[src/rtl/debounce_pkg.sv]
// Shared constants and sizing helper for the multi-channel debouncer.
package debounce_pkg;

  localparam int DB_DEFAULT_PRESCALE = 50000;
  localparam int DB_DEFAULT_STABLE   = 8;

  // Bit width able to hold 0..value-1, never narrower than one bit.
  function automatic int clog2_min1(input int value);
    return (value <= 2) ? 1 : $clog2(value);
  endfunction

endpackage

[src/rtl/debounce_channel.sv]
// One debouncer lane: synchroniser, polarity normalisation, agreement counter,
// debounced state flop and registered press/release pulses.
module debounce_channel
  import debounce_pkg::*;
#(
  parameter int STABLE_COUNT = DB_DEFAULT_STABLE,
  parameter int ACTIVE_LOW   = 1,
  parameter int SYNC_STAGES  = 2
) (
  input  logic clk,
  input  logic rst,
  input  logic tick,
  input  logic raw,
  output logic debounced,
  output logic press,
  output logic release_pulse
);

  localparam int            CW         = clog2_min1(STABLE_COUNT);
  localparam logic [CW-1:0] CNT_LAST   = CW'(STABLE_COUNT - 1);
  localparam logic          IDLE_LEVEL = (ACTIVE_LOW != 0);

  logic [SYNC_STAGES-1:0] sync_q, sync_d;
  logic [CW-1:0]          cnt_q, cnt_d;
  logic                   state_q, state_d;
  logic                   press_q, press_d;
  logic                   rel_q, rel_d;
  logic                   s;

  assign s = sync_q[SYNC_STAGES-1] ^ IDLE_LEVEL;

  always_comb begin
    sync_d  = {sync_q[SYNC_STAGES-2:0], raw};
    cnt_d   = cnt_q;
    state_d = state_q;
    press_d = 1'b0;
    rel_d   = 1'b0;
    if (tick) begin
      if (s == state_q) begin
        cnt_d = '0;
      end else if (cnt_q == CNT_LAST) begin
        state_d = s;
        cnt_d   = '0;
        press_d = s;
        rel_d   = ~s;
      end else begin
        cnt_d = cnt_q + CW'(1);
      end
    end
  end

  // Synchroniser presets to the released level so reset never looks like a press.
  always_ff @(posedge clk or posedge rst) begin
    if (rst) begin
      sync_q  <= {SYNC_STAGES{IDLE_LEVEL}};
      cnt_q   <= '0;
      state_q <= 1'b0;
      press_q <= 1'b0;
      rel_q   <= 1'b0;
    end else begin
      sync_q  <= sync_d;
      cnt_q   <= cnt_d;
      state_q <= state_d;
      press_q <= press_d;
      rel_q   <= rel_d;
    end
  end

  assign debounced     = state_q;
  assign press         = press_q;
  assign release_pulse = rel_q;

endmodule

[src/rtl/multi_debouncer.sv]
// N-channel push-button/switch debouncer sharing one sample-tick prescaler.
// The release-pulse port is named release_pulse because "release" is a reserved word.
module multi_debouncer
  import debounce_pkg::*;
#(
  parameter int CHANNELS     = 4,
  parameter int PRESCALE     = DB_DEFAULT_PRESCALE,
  parameter int STABLE_COUNT = DB_DEFAULT_STABLE,
  parameter int ACTIVE_LOW   = 1,
  parameter int SYNC_STAGES  = 2
) (
  input  logic                clk,
  input  logic                rst,
  input  logic [CHANNELS-1:0] noisy,
  output logic [CHANNELS-1:0] debounced,
  output logic [CHANNELS-1:0] press,
  output logic [CHANNELS-1:0] release_pulse,
  output logic                sample_tk
);

  localparam int            PW       = clog2_min1(PRESCALE);
  localparam logic [PW-1:0] PRE_LAST = PW'(PRESCALE - 1);

  logic [PW-1:0] pre_q, pre_d;
  logic          tick_q, tick_d;

  always_comb begin
    tick_d = (pre_q == PRE_LAST);
    pre_d  = tick_d ? '0 : pre_q + PW'(1);
  end

  // Tick is registered so it is low in reset and glitch-free for every lane.
  always_ff @(posedge clk or posedge rst) begin
    if (rst) begin
      pre_q  <= '0;
      tick_q <= 1'b0;
    end else begin
      pre_q  <= pre_d;
      tick_q <= tick_d;
    end
  end

  assign sample_tk = tick_q;

  for (genvar gi = 0; gi < CHANNELS; gi++) begin : g_chan
    debounce_channel #(
      .STABLE_COUNT (STABLE_COUNT),
      .ACTIVE_LOW   (ACTIVE_LOW),
      .SYNC_STAGES  (SYNC_STAGES)
    ) u_chan (
      .clk           (clk),
      .rst           (rst),
      .tick          (tick_q),
      .raw           (noisy[gi]),
      .debounced     (debounced[gi]),
      .press         (press[gi]),
      .release_pulse (release_pulse[gi])
    );
  end

endmodule

[config.mk]
export PLATFORM = sky130hd
export DESIGN_NAME = multi_debouncer
export DESIGN_NICKNAME = d
export VERILOG_FILES = /design/src/rtl/debounce_pkg.sv /design/src/rtl/debounce_channel.sv /design/src/rtl/multi_debouncer.sv
export SDC_FILE = /design/constraint.sdc
export NUM_CORES = 1
export LEC_CHECK = 0
export ABC_AREA = 1
export BUFFER_PORTS_ARGS = -buffer_cell sky130_fd_sc_hd__buf_2
export CAP_MARGIN = 20
export CORE_MARGIN = 5
export CORE_UTILIZATION = 40
export CTS_CLUSTER_DIAMETER = 150
export CTS_CLUSTER_SIZE = 12
export DETAILED_ROUTE_END_ITERATION = 6
export GPL_TIMING_DRIVEN = 0
export MAX_ROUTING_LAYER = met4
export PLACE_DENSITY_LB_ADDON = 0.15
export SLEW_MARGIN = 20
export SYNTH_ARGS = -nofsm -noshare
export SYNTH_HDL_FRONTEND = slang
export SYNTH_SLANG_ARGS = --single-unit
[constraint.sdc]
create_clock -name clk -period 1.87 [get_ports clk]
set_clock_uncertainty 0.1 [all_clocks]
set_input_delay 0.0935 -clock clk [delete_from_list [all_inputs] [get_ports clk]]
set_output_delay 0.0935 -clock clk [all_outputs]
set_load 0.1 [all_outputs]
-- Word-level counts from Yosys, hierarchy flattened
Cells that the tools add are included.
- word-level logic and storage cells: 81
- register bits after elaboration: 49
- output and inout bits: 13
- input port bits: 6
- add/sub/neg operators: 5
- bitwise gates (word level): 8
- equality and inequality tests: 9
- reductions and logical operators: 4
- multiplexer cells: 33
- operators by type and width (cell ; number):
    1-bit two-way mux ; 24
    3-bit two-way mux ; 8
    16-bit by 1-bit adder with 16-bit output (second input constant) ; 1
    16-bit equality test (second input constant) ; 1
    16-bit two-way mux ; 1
    3-bit by 1-bit adder with 3-bit output (second input constant) ; 4
    3-bit equality test (second input constant) ; 4
    3-bit AND reduction ; 4
    1-bit inverter ; 8
    1-bit equality test ; 4

-- Longest topological paths before layout
Gate-level depths: netlist of the first run.
- word-level depth: 4
- depth in mapped cells: 8
- mapped depth without buffers: 8

-- Modules after synthesis
Synthesis of the first run repeated with hierarchy kept, for this count alone.
- cell total of the unflattened synthesis: 283
- area, all modules: 2307.2 µm²
- by module, submodules not included (module ; times used ; area an instance (µm²) ; cells each):
    debounce_channel ; 4 ; 350.3 ; 40
    multi_debouncer ; 1 ; 905.9 ; 123

-- Worst setup path after synthesis of the first run
No wires, ideal clock.
- path kind: flip-flop to flip-flop
- start point: reg tick_q, in the netlist sample_tk
- end point: reg g_chan[2].u_chan.state_q
- path slack: 0.129 ns
- buffers on the path: 0
- library setup time: 0.126 ns
- arrival time: 1.515 ns
- data required time: 1.644 ns
- cell stages (with the launch flop): 6
- cell sequence: dfrtp_1 -> nand3_1 -> inv_1 -> nand2_1 -> nand2_1 -> o21ai_0
- longest elaborated chain between the ends: 1
- ends and longest elaborated chain (what ; RTL line ; RTL):
    start, declared ; multi_debouncer.sv:25 ; logic tick_q, tick_d;
    start signal, assigned ; multi_debouncer.sv:39 ; tick_q <= tick_d;
    3-bit AND reduction (no line) ; - ;
    end signal, assigned ; debounce_channel.sv:63 ; state_q <= state_d;
    end, declared ; debounce_channel.sv:25 ; logic state_q, state_d;
No other way between the ends.
A chain may end at the register's enable or synchronous reset.

-- Worst setup path after layout of the first run
- start point: reg tick_q, in the netlist sample_tk
- end point: out sample_tk
- RTL lines (what ; RTL line ; RTL):
    end, declared ; multi_debouncer.sv:18 ; output logic sample_tk
No word-level cell between the ends.

==> flow_metrics.py, run 1 <==
metrics = {
    "setup_path": {
        "crit_path_max_fanout": 8,
        "crit_buf_inv": 1,
        "cp.depth": 1,
        "cp_top_family": "flip-flops",
        "cp.arrival_ps": 1320,
        "crit_chain": "buf_2",
        "worst_ep_required_time_ps": 1680,
        "cpPeakStageDelay_ps": 530,
        "path_class": "reg -> out",
        "rr_worst_depth": 8,
        "cp_slowest_cell": "dfrtp_1",
        "setup.worst_path.start_class": "register",
        "crit_path_end_kind": "primary output",
    },
    "global_route": {
        "grt_usage": 0.118,
        "antenna_found_initial": 0,
        "grt_pass1_vias": 1498,
        "overflow": 0,
        "grt_max_degree": 32,
        "grt_first_pass_wirelength_mm": 6.64,
    },
    "cts": {
        "insertion_delay_ps": 300,
        "cts_tree": "built",
        "cts_htree_levels": 2,
        "cts_sinks": 49,
        "cts-root-buf": "clkbuf_8",
        "clockBufferDepth": 2,
        "cts_made_buffers": 5,
        "clk_pin_slew_ps": 90,
    },
    "power": {
        "power.net_switching_w": 0.000383,
        "vdd_ir_drop_max_v": 0.000281,
        "comb_power_share": 0.023,
        "clkPwrFrac": 0.412,
        "internal-power_w": 0.00153,
        "power_frac_seq": 0.566,
        "switching_share": 0.200,
        "p_leak_nw": 1.40,
        "p_per_area_mw_per_mm2": 732,
    },
    "placement": {
        "dp_slack_ps": 443,
        "io_buffers": 18,
        "gp_congestion": 0.797,
        "hpwl_mm": 2.60,
    },
    "drt": {
        "drt_wl_total_mm": 3.54,
        "drtIter0Drc": 24,
        "dr.pass1.iters": 4,
        "wl_per_cell_um": 10.3,
        "drc": 0,
        "ant_nets": 0,
        "via_per_inst": 4.48,
        "num_vias": 1544,
    },
    "finish": {
        "num-fill-cells": 524,
        "multi_input_area_um2": 766,
        "nNetsFinal": 287,
        "fin_util": 0.476,
        "synthToLayoutAreaGrowth_pct": 16.6,
        "seq_area_mm2": 0.00124,
        "drive_gt1_frac": 0.212,
        "num_antenna_cells": 0,
    },
    "floorplanning": {
        "die_area_mm2": 0.00719,
        "core_mm2": 0.00547,
        "die_y_um": 84.8,
        "die_w_um": 84.8,
        "initial_utilization": 0.409,
        "ioPinCount": 19,
        "rows": 27,
    },
    "sta": {
        "fin_ws_ps": 356,
        "relSlewSlack": 0.677,
        "maxSlewViolCount": 0,
        "hold_slack_ps": 233,
        "hold_viol_final": 0,
        "setup_viol": 0,
        "period_share": 0.810,
        "tns_ps": 0,
        "tightest_slew_ps": 487,
        "fmax_mhz": 661,
        "finalCriticalPeriod_ps": 1510,
        "rsz0062_at_grt": "no",
    },
    "status": {
        "outcome": "completed",
    },
    "synth": {
        "synth_async_sr_flop_share": 1.00,
        "yosysUniqueCellTypes": 25,
        "synth_edf_count": 0,
        "ys_ff_latch": 49,
        "synth_ff_type": "dfrtp_1",
        "synth-warning-count": 0,
        "synth_nets": 256,
        "seq_area_frac_synth": 0.553,
        "syn_area_mm2": 0.00224,
        "postSynthAreaPerCell_um2": 9.28,
        "synth_cells": 241,
    },
    "hold_path": {
        "min_path_type": "in -> async",
    },
    "job": {
        "drv_cap": 0,
    },
}
## what timing repair did
item | 4_1_cts | 5_1_grt
setup buffers | 0 | 0
setup endpoints to repair | 0 | 0
resized for setup | 0 | 0
hold buffers | 5 | 0
endpoints found under the hold margin | 18 | 0
## through the flow
step / std cells / instance area [µm²] / total power, W
after detailed placement: 332 / 2440 / 0.00114
after global placement: 331 / 2420 / 0.00113
after CTS: 345 / 2610 / 0.00195
final: 345 / 2610 / 0.00191
after floorplan: 241 / 2240 / 0.00112
after global routing: 345 / 2610 / 0.00201
## registers in the layout, summed over array words and instances, names as in the netlist
register,cells
g_chan.u_chan.press,4
g_chan.u_chan.sync_q,8
pre_q,16
g_chan.u_chan.debounced,4
g_chan.u_chan.cnt_q,12
sample_tk,1
g_chan.u_chan.release_pulse,4
## layout make-up
cell class,instances,share of cell area
sequential,49,0.474
multi-input combinational,142,0.294
timing repair buffer,24,0.0614
inverter,37,0.0533
buffer,13,0.0365
tap,72,0.0346
clock buffer,6,0.0317
clock inverter,2,0.0144
## per-layer routing
metal | up-vias | wire [µm] | part of all wire | GRT usage
met1 | 716 | 1610 | 0.46 | 0.142
met4 | 0 | 63 | 0.018 | 0.0432
met3 | 7 | 127 | 0.036 | 0.0334
met5 | - | 0 | 0 | -
met2 | 16 | 1740 | 0.49 | 0.189
li1 | 805 | - | - | -
## cell families (layout without fill, tap and decap cells)
| logic type | after synthesis | after routing | share of synthesized area |
|---|---|---|---|
| DFF | 49 | 49 | 0.553 |
| adders and majority gates | 9 | 9 | 0.0504 |
| buffers and inverters | 50 | 82 | 0.105 |
| AOI/OAI and AO/OA | 21 | 21 | 0.0621 |
| and+or+nand+nor | 104 | 104 | 0.199 |
| xor gates and xnor gates | 8 | 8 | 0.0313 |
## worst paths after layout
check	from	end	slack, ps
max	sample_tk	sample_tk	360
min	rst	g_chan[0].u_chan.press	230
max reg2reg	pre_q[0]	pre_q[12]	460
min reg2reg	g_chan[0].u_chan.sync_q[0]	g_chan[0].u_chan.sync_q[1]	250
max in group asynchronous	rst	g_chan[1].u_chan.sync_q[1]	870
min in group clk	g_chan[0].u_chan.sync_q[0]	g_chan[0].u_chan.sync_q[1]	250
## power groups by stage
stage	Sequential, W	Clock, W	Combinational, W
6_report	0.00108	0.000786	0.0000432
5_1_grt	0.00108	0.000879	0.0000516
4_1_cts	0.00108	0.000826	0.0000458
3_5_place_dp	0.00110	0	0.0000382
3_3_place_gp	0.00110	0	0.0000320
2_1_floorplan	0.00110	0	0.0000201
## Yosys cell counts (2+ instances only)
library cell | instances | share of area
a21oi_1 | 3 | 0.0067
a22o_1 | 2 | 0.0078
buf_4 | 12 | 0.040
dfrtp_1 | 41 | 0.46
dfstp_2 | 8 | 0.094
ha_1 | 9 | 0.050
inv_1 | 36 | 0.060
nand2_1 | 47 | 0.079
nand2_2 | 3 | 0.0084
nand3_1 | 11 | 0.025
nand4_1 | 6 | 0.017
nor2_1 | 31 | 0.052
nor2_2 | 3 | 0.0084
o21ai_0 | 5 | 0.011
o21bai_1 | 2 | 0.0067
o31ai_1 | 7 | 0.024
xor2_1 | 7 | 0.027
## tightest hold or removal path, stage by stage
cell           delay (ps)
dlygate4sd3_1         530
buf_2                 120
inv_2                 320
## cell usage in the layout (no fill, tap or decap), drive strengths merged
| cell type | count |
|---|---|
| o21bai | 2 |
| inv | 37 |
| o21ai | 7 |
| clkbuf | 6 |
| nor2b | 1 |
| xor2 | 7 |
| ha | 9 |
| bufinv | 1 |
| buf | 32 |
| a21oi | 3 |
| dfrtp | 41 |
| nand2 | 50 |
| dlygate4sd3 | 5 |
| nor3 | 1 |
| o31ai | 7 |
| nand4 | 6 |
| clkinvlp | 1 |
| a22o | 2 |
| dfstp | 8 |
| xnor2 | 1 |
| nand3 | 12 |
| nor2 | 34 |
No activity file was read; power rests on OpenSTA's default activity.
==> inputs of run 2 (changes only) <==
==> constraint.sdc (replaced) <==
create_clock -name clk -period 1.4 [get_ports clk]
set_clock_uncertainty 0.1 [all_clocks]
set_input_delay 0.07 -clock clk [delete_from_list [all_inputs] [get_ports clk]]
set_output_delay 0.07 -clock clk [all_outputs]
set_load 0.1 [all_outputs]
==> run 2 against run 1 <==
Critical path depth grew 7. Count of clock-buffer cells in the layout shrank 1. Via count grew 2.4%. Clock power grew 9.8%. Sequential cell count is the same. Non-clock buffer count grew 4. Setup slack lost 290 ps.
==> flow_metrics.py, run 2 (synthesized netlist as in run 1, its figures left out) <==
metrics = {
    "status": {
        "outcome": "completed",
    },
    "setup_path": {
        "path_class": "reg -> reg",
        "rrSetupSlack_ps": 70,
        "cp_slowest_cell": "dfrtp_1",
        "crit_chain": "ha_2 -> nand3_4 -> inv_1 -> nand2_2 -> nor2_1 -> nand2_1 -> nand2_1 -> inv_1",
        "cp.arrival_ps": 1440,
        "crit_buf_inv": 2,
        "r2r_start": "pre_q[1]",
        "crit_path_max_fanout": 5,
        "worst_ep_required_time_ps": 1510,
        "setup.worst_path.start_class": "register",
        "cpPeakStageDelay_ps": 390,
        "cp_top_family": "simple AND/OR/NAND/NOR gates",
        "crit_path_end_kind": "register",
        "reg2reg_to": "pre_q[12]",
        "rr_worst_depth": 8,
    },
    "drt": {
        "via_per_inst": 4.53,
        "top_layer_used": "met4",
        "ant_nets": 0,
        "drtIter0Drc": 79,
        "drt_wl_total_mm": 3.64,
        "wl_met2_mm": 1.83,
        "drc": 0,
        "route.met3.wl_um": 125,
        "wl_per_cell_um": 10.4,
        "wl_met1_mm": 1.66,
        "dr.pass1.iters": 4,
        "num_vias": 1581,
    },
    "cts": {
        "clockBufferDepth": 2,
        "cts_sinks": 49,
        "cts_tree": "built",
        "insertion_delay_ps": 300,
        "cts-root-buf": "clkbuf_8",
        "clk_pin_slew_ps": 90,
        "cts_htree_levels": 2,
        "cts_made_buffers": 5,
    },
    "finish": {
        "nNetsFinal": 291,
        "largest_reg_flops": 16,
        "largest_registers": "pre_q: 16 flops, g_chan.u_chan.cnt_q: 12 flops, g_chan.u_chan.sync_q: 8 flops",
        "synthToLayoutAreaGrowth_pct": 19.8,
        "fin_area_mm2": 0.00268,
        "num_antenna_cells": 0,
        "layout_common_cells": "44 x nand2_1, 39 x dfrtp_1, 34 x inv_1, 29 x nor2_1, 19 x buf_4",
        "regMostFlops": "pre_q",
        "layout_commonest_cell": "nand2_1",
        "fin_util": 0.489,
        "drive_gt1_frac": 0.267,
    },
    "sta": {
        "tightest_slew_ps": 486,
        "rsz0062_at_grt": "yes",
        "relSlewSlack": 0.678,
        "setup_viol": 0,
        "hold_viol_final": 0,
        "maxSlewViolCount": 0,
        "fmax_mhz": 750,
        "fin_ws_ps": 66.6,
        "finalCriticalPeriod_ps": 1330,
        "period_share": 0.952,
    },
    "floorplanning": {
        "die_y_um": 84.8,
        "initial_utilization": 0.409,
        "die_w_um": 84.8,
        "die_area_mm2": 0.00719,
        "rows": 27,
        "ioPinCount": 19,
        "core_mm2": 0.00547,
    },
    "job": {
        "drv_cap": 0,
    },
    "power": {
        "vdd_ir_drop_max_v": 0.000528,
        "p_per_area_mw_per_mm2": 882,
        "p_leak_nw": 1.39,
    },
    "placement": {
        "io_buffers": 18,
        "gp_congestion": 0.826,
        "hpwl_mm": 2.56,
        "place_area_mm2": 0.00242,
        "dp_slack_ps": -24.1,
    },
    "global_route": {
        "grt_usage": 0.115,
        "grt_first_pass_wirelength_mm": 6.53,
        "overflow": 0,
        "grt_pass1_vias": 1532,
        "grt_max_degree": 50,
        "antenna_found_initial": 0,
    },
    "hold_path": {
        "min_path_type": "in -> async",
    },
}
[run 2: timing repair]
action | CTS | global route
cloned | 0 | 0
setup buffers | 1 | 3
endpoints found under the setup margin | 6 | 19
hold buffers | 5 | 0
endpoints found under the hold margin | 45 | 0
resized for setup | 4 | 16
pin swaps | 0 | 3
[run 2: per-stage QoR]
stage                     hold WS [ps]  setup TNS [ps]  total power, W  std cells
after floorplan                  -25.5               0         0.00149        241
after global placement            75.7           -33.7         0.00151        331
after detailed placement          76.4           -60.8         0.00151        331
after CTS                          257               0         0.00241        345
after global routing               205            -280         0.00249        349
final                              174               0         0.00236        349
[run 2: final cells by class]
cell class                 count  area [µm²]
tap                           72        90.1
sequential                    49        1240
inverter                      37         143
fill                         532        2790
multi-input combinational    142         813
buffer                        13        95.1
clock buffer                   5        68.8
timing repair buffer          28         203
clock inverter                 3        25.0
[run 2: how the worst max path moves through the flow]
stage	start	end	cells past startpoint	slack, ps
after floorplan	pre_q[0]	pre_q[8]	6	100
after CTS	g_chan[3].u_chan.debounced	debounced[3]	2	4
after global routing	pre_q[1]	pre_q[0]	6	-50
after global placement	pre_q[0]	pre_q[12]	8	-20
final	pre_q[1]	pre_q[12]	8	70
after detailed placement	pre_q[0]	pre_q[8]	6	-20
[run 2: power breakdown]
group / switching [W] / leakage, nW / internal [W]
Clock: 0.000498 / 0.0452 / 0.000365
Combinational: 0.0000357 / 0.701 / 0.0000226
Sequential: 0.00000639 / 0.639 / 0.00144
Total: 0.000540 / 1.39 / 0.00182
[run 2: per-layer routing]
metal,vias to the layer above,global-route usage
li1,820,-
met3,2,0.0373
met4,0,0.0374
met2,17,0.188
met5,-,-
met1,742,0.133
[run 2: tightest hold or removal path, stage by stage]
cell and delay, ps:
dlygate4sd3_1 530, buf_2 130, clkinvlp_4 240
==> inputs of run 3 (changes only) <==
--- a/config.mk
+++ b/config.mk
@@ -15,7 +15,7 @@
 export DETAILED_ROUTE_END_ITERATION = 6
 export GPL_TIMING_DRIVEN = 0
 export MAX_ROUTING_LAYER = met4
-export PLACE_DENSITY_LB_ADDON = 0.15
+export PLACE_DENSITY = 0.61
 export SLEW_MARGIN = 20
 export SYNTH_ARGS = -nofsm -noshare
 export SYNTH_HDL_FRONTEND = slang
==> run 3 against run 2 <==
Largest cell class unchanged. Non-clock buffer count is 4 higher. Highest routed layer unchanged. Combinational power grew 8.7%. First-iteration DRC count shrank 28%. Sequential cell count did not move. Maximum frequency grew 0.55%.
==> flow_metrics.py, run 3 (synthesized netlist as in run 1, its figures left out) <==
metrics = {
    "setup_path": {
        "crit_chain": "buf_4 -> buf_2",
        "cp_slowest_cell": "buf_2",
        "r2r_start": "g_chan[2].u_chan.cnt_q[0]",
        "worstSetupStartpoint": "g_chan[1].u_chan.release_pulse",
        "cp.arrival_ps": 1160,
        "worst_ep_required_time_ps": 1230,
        "crit_path_max_fanout": 1,
        "cp_top_family": "buffers and inverters",
        "setup.worst_path.start_class": "register",
        "path_class": "reg -> out",
        "crit_buf_inv": 2,
        "crit_path_end_kind": "primary output",
        "cpPeakStageDelay_ps": 410,
    },
    "cts": {
        "cts_tree": "built",
        "cts_sinks": 49,
        "clockBufferDepth": 2,
        "clk_pin_slew_ps": 90,
        "cts-root-buf": "clkbuf_8",
        "insertion_delay_ps": 310,
        "cts_made_buffers": 5,
        "cts_htree_levels": 2,
    },
    "drt": {
        "dr.pass1.iters": 5,
        "drc": 0,
        "ant_nets": 0,
        "num_vias": 1587,
        "wl_per_cell_um": 10.6,
        "via_per_inst": 4.50,
        "drt_wl_total_mm": 3.73,
        "drtIter0Drc": 57,
    },
    "finish": {
        "fin_util": 0.500,
        "synthToLayoutAreaGrowth_pct": 22.3,
        "drive_gt1_frac": 0.278,
        "regMostFlops": "pre_q",
        "layout_commonest_cell": "nand2_1",
        "largest_reg_flops": 16,
        "fin_cells": 353,
        "num_antenna_cells": 0,
        "layout_common_cells": "44 x nand2_1, 40 x dfrtp_1, 33 x inv_1, 28 x nor2_1, 23 x buf_4",
        "largest_registers": "pre_q: 16 flops, g_chan.u_chan.cnt_q: 12 flops, g_chan.u_chan.sync_q: 8 flops",
        "nNetsFinal": 295,
        "fin_area_mm2": 0.00273,
    },
    "sta": {
        "finalCriticalPeriod_ps": 1330,
        "hold_viol_final": 0,
        "setup_viol": 0,
        "rsz0062_at_grt": "yes",
        "tightest_slew_ps": 488,
        "fmax_mhz": 754,
        "period_share": 0.947,
        "relSlewSlack": 0.674,
        "maxSlewViolCount": 0,
    },
    "power": {
        "p_per_area_mw_per_mm2": 929,
        "vdd_ir_drop_max_v": 0.000442,
        "p_leak_nw": 1.43,
    },
    "placement": {
        "gp_congestion": 0.829,
        "hpwl_mm": 2.54,
        "dp_cells": 331,
        "place_area_mm2": 0.00242,
        "io_buffers": 18,
    },
    "global_route": {
        "grt_usage": 0.117,
        "grt_first_pass_wirelength_mm": 6.51,
        "grt_pass1_vias": 1528,
        "overflow": 0,
        "grt_max_degree": 50,
        "antenna_found_initial": 0,
    },
    "status": {
        "outcome": "completed",
    },
    "job": {
        "drv_cap": 0,
    },
    "hold_path": {
        "min_path_type": "in -> async",
    },
    "floorplanning": {
        "ioPinCount": 19,
        "core_mm2": 0.00547,
        "initial_utilization": 0.409,
        "die_y_um": 84.8,
        "rows": 27,
        "die_w_um": 84.8,
        "die_area_mm2": 0.00719,
    },
}
[run 3: path summary, 6_finish.rpt]
check	end	slack (ps)	cells after the start
setup / recovery	release_pulse[1]	70	2
hold / removal	pre_q[4]	230	3
setup reg to reg	g_chan[2].u_chan.cnt_q[2]	90	3
hold reg to reg	g_chan[0].u_chan.sync_q[1]	240	0
max in group asynchronous	g_chan[0].u_chan.sync_q[0]	410	4
min in group clk	g_chan[0].u_chan.sync_q[1]	240	0
[run 3: through the flow]
step                TNS [ps]  setup slack (ps)  hold WS, ps  total power [W]
floorplan                  0              95.2        -25.5          0.00149
global placement       -9.69             -7.81         76.5          0.00151
CTS                        0              7.82          251          0.00257
detailed placement     -38.5             -21.7         76.2          0.00151
finish                     0              73.9          232          0.00254
global route           -22.5             -9.73          245          0.00265
[run 3: report_power, final]
group | total (W) | switching (W) | leakage, nW | internal, W
sequential | 0.00144 | 0.00000601 | 0.641 | 0.00144
combinational | 0.0000634 | 0.0000374 | 0.727 | 0.0000261
clock | 0.00104 | 0.000499 | 0.0585 | 0.000536
[run 3: worst reg2reg max path, stage by stage, from the launching register on]
cell and delay, ps:
dfrtp_1 410, ha_1 220, ha_1 280, a22o_1 190
[run 3: layout make-up]
class	instances	area (µm²)
clock buffers	5	68.8
inverters	37	143
repair buffers	32	233
well taps	72	90.1
plain buffers	13	95.1
clock inverters	3	43.8
multi-input cells	142	821
flip-flops and latches	49	1240
fillers	526	2740
[run 3: layer usage]
layer,vias up,routed length [µm],GRT usage
met5,-,0,-
met1,739,1690,0.135
met2,22,1820,0.187
li1,817,-,-
met4,0,78,0.0446
met3,9,132,0.0393
[run 3: repair_timing]
item,CTS,global route
hold endpoints to repair,45,0
endpoints found under the setup margin,6,18
setup buffers,1,7
pin swaps,0,2
resized for setup,4,16
hold buffers,5,0
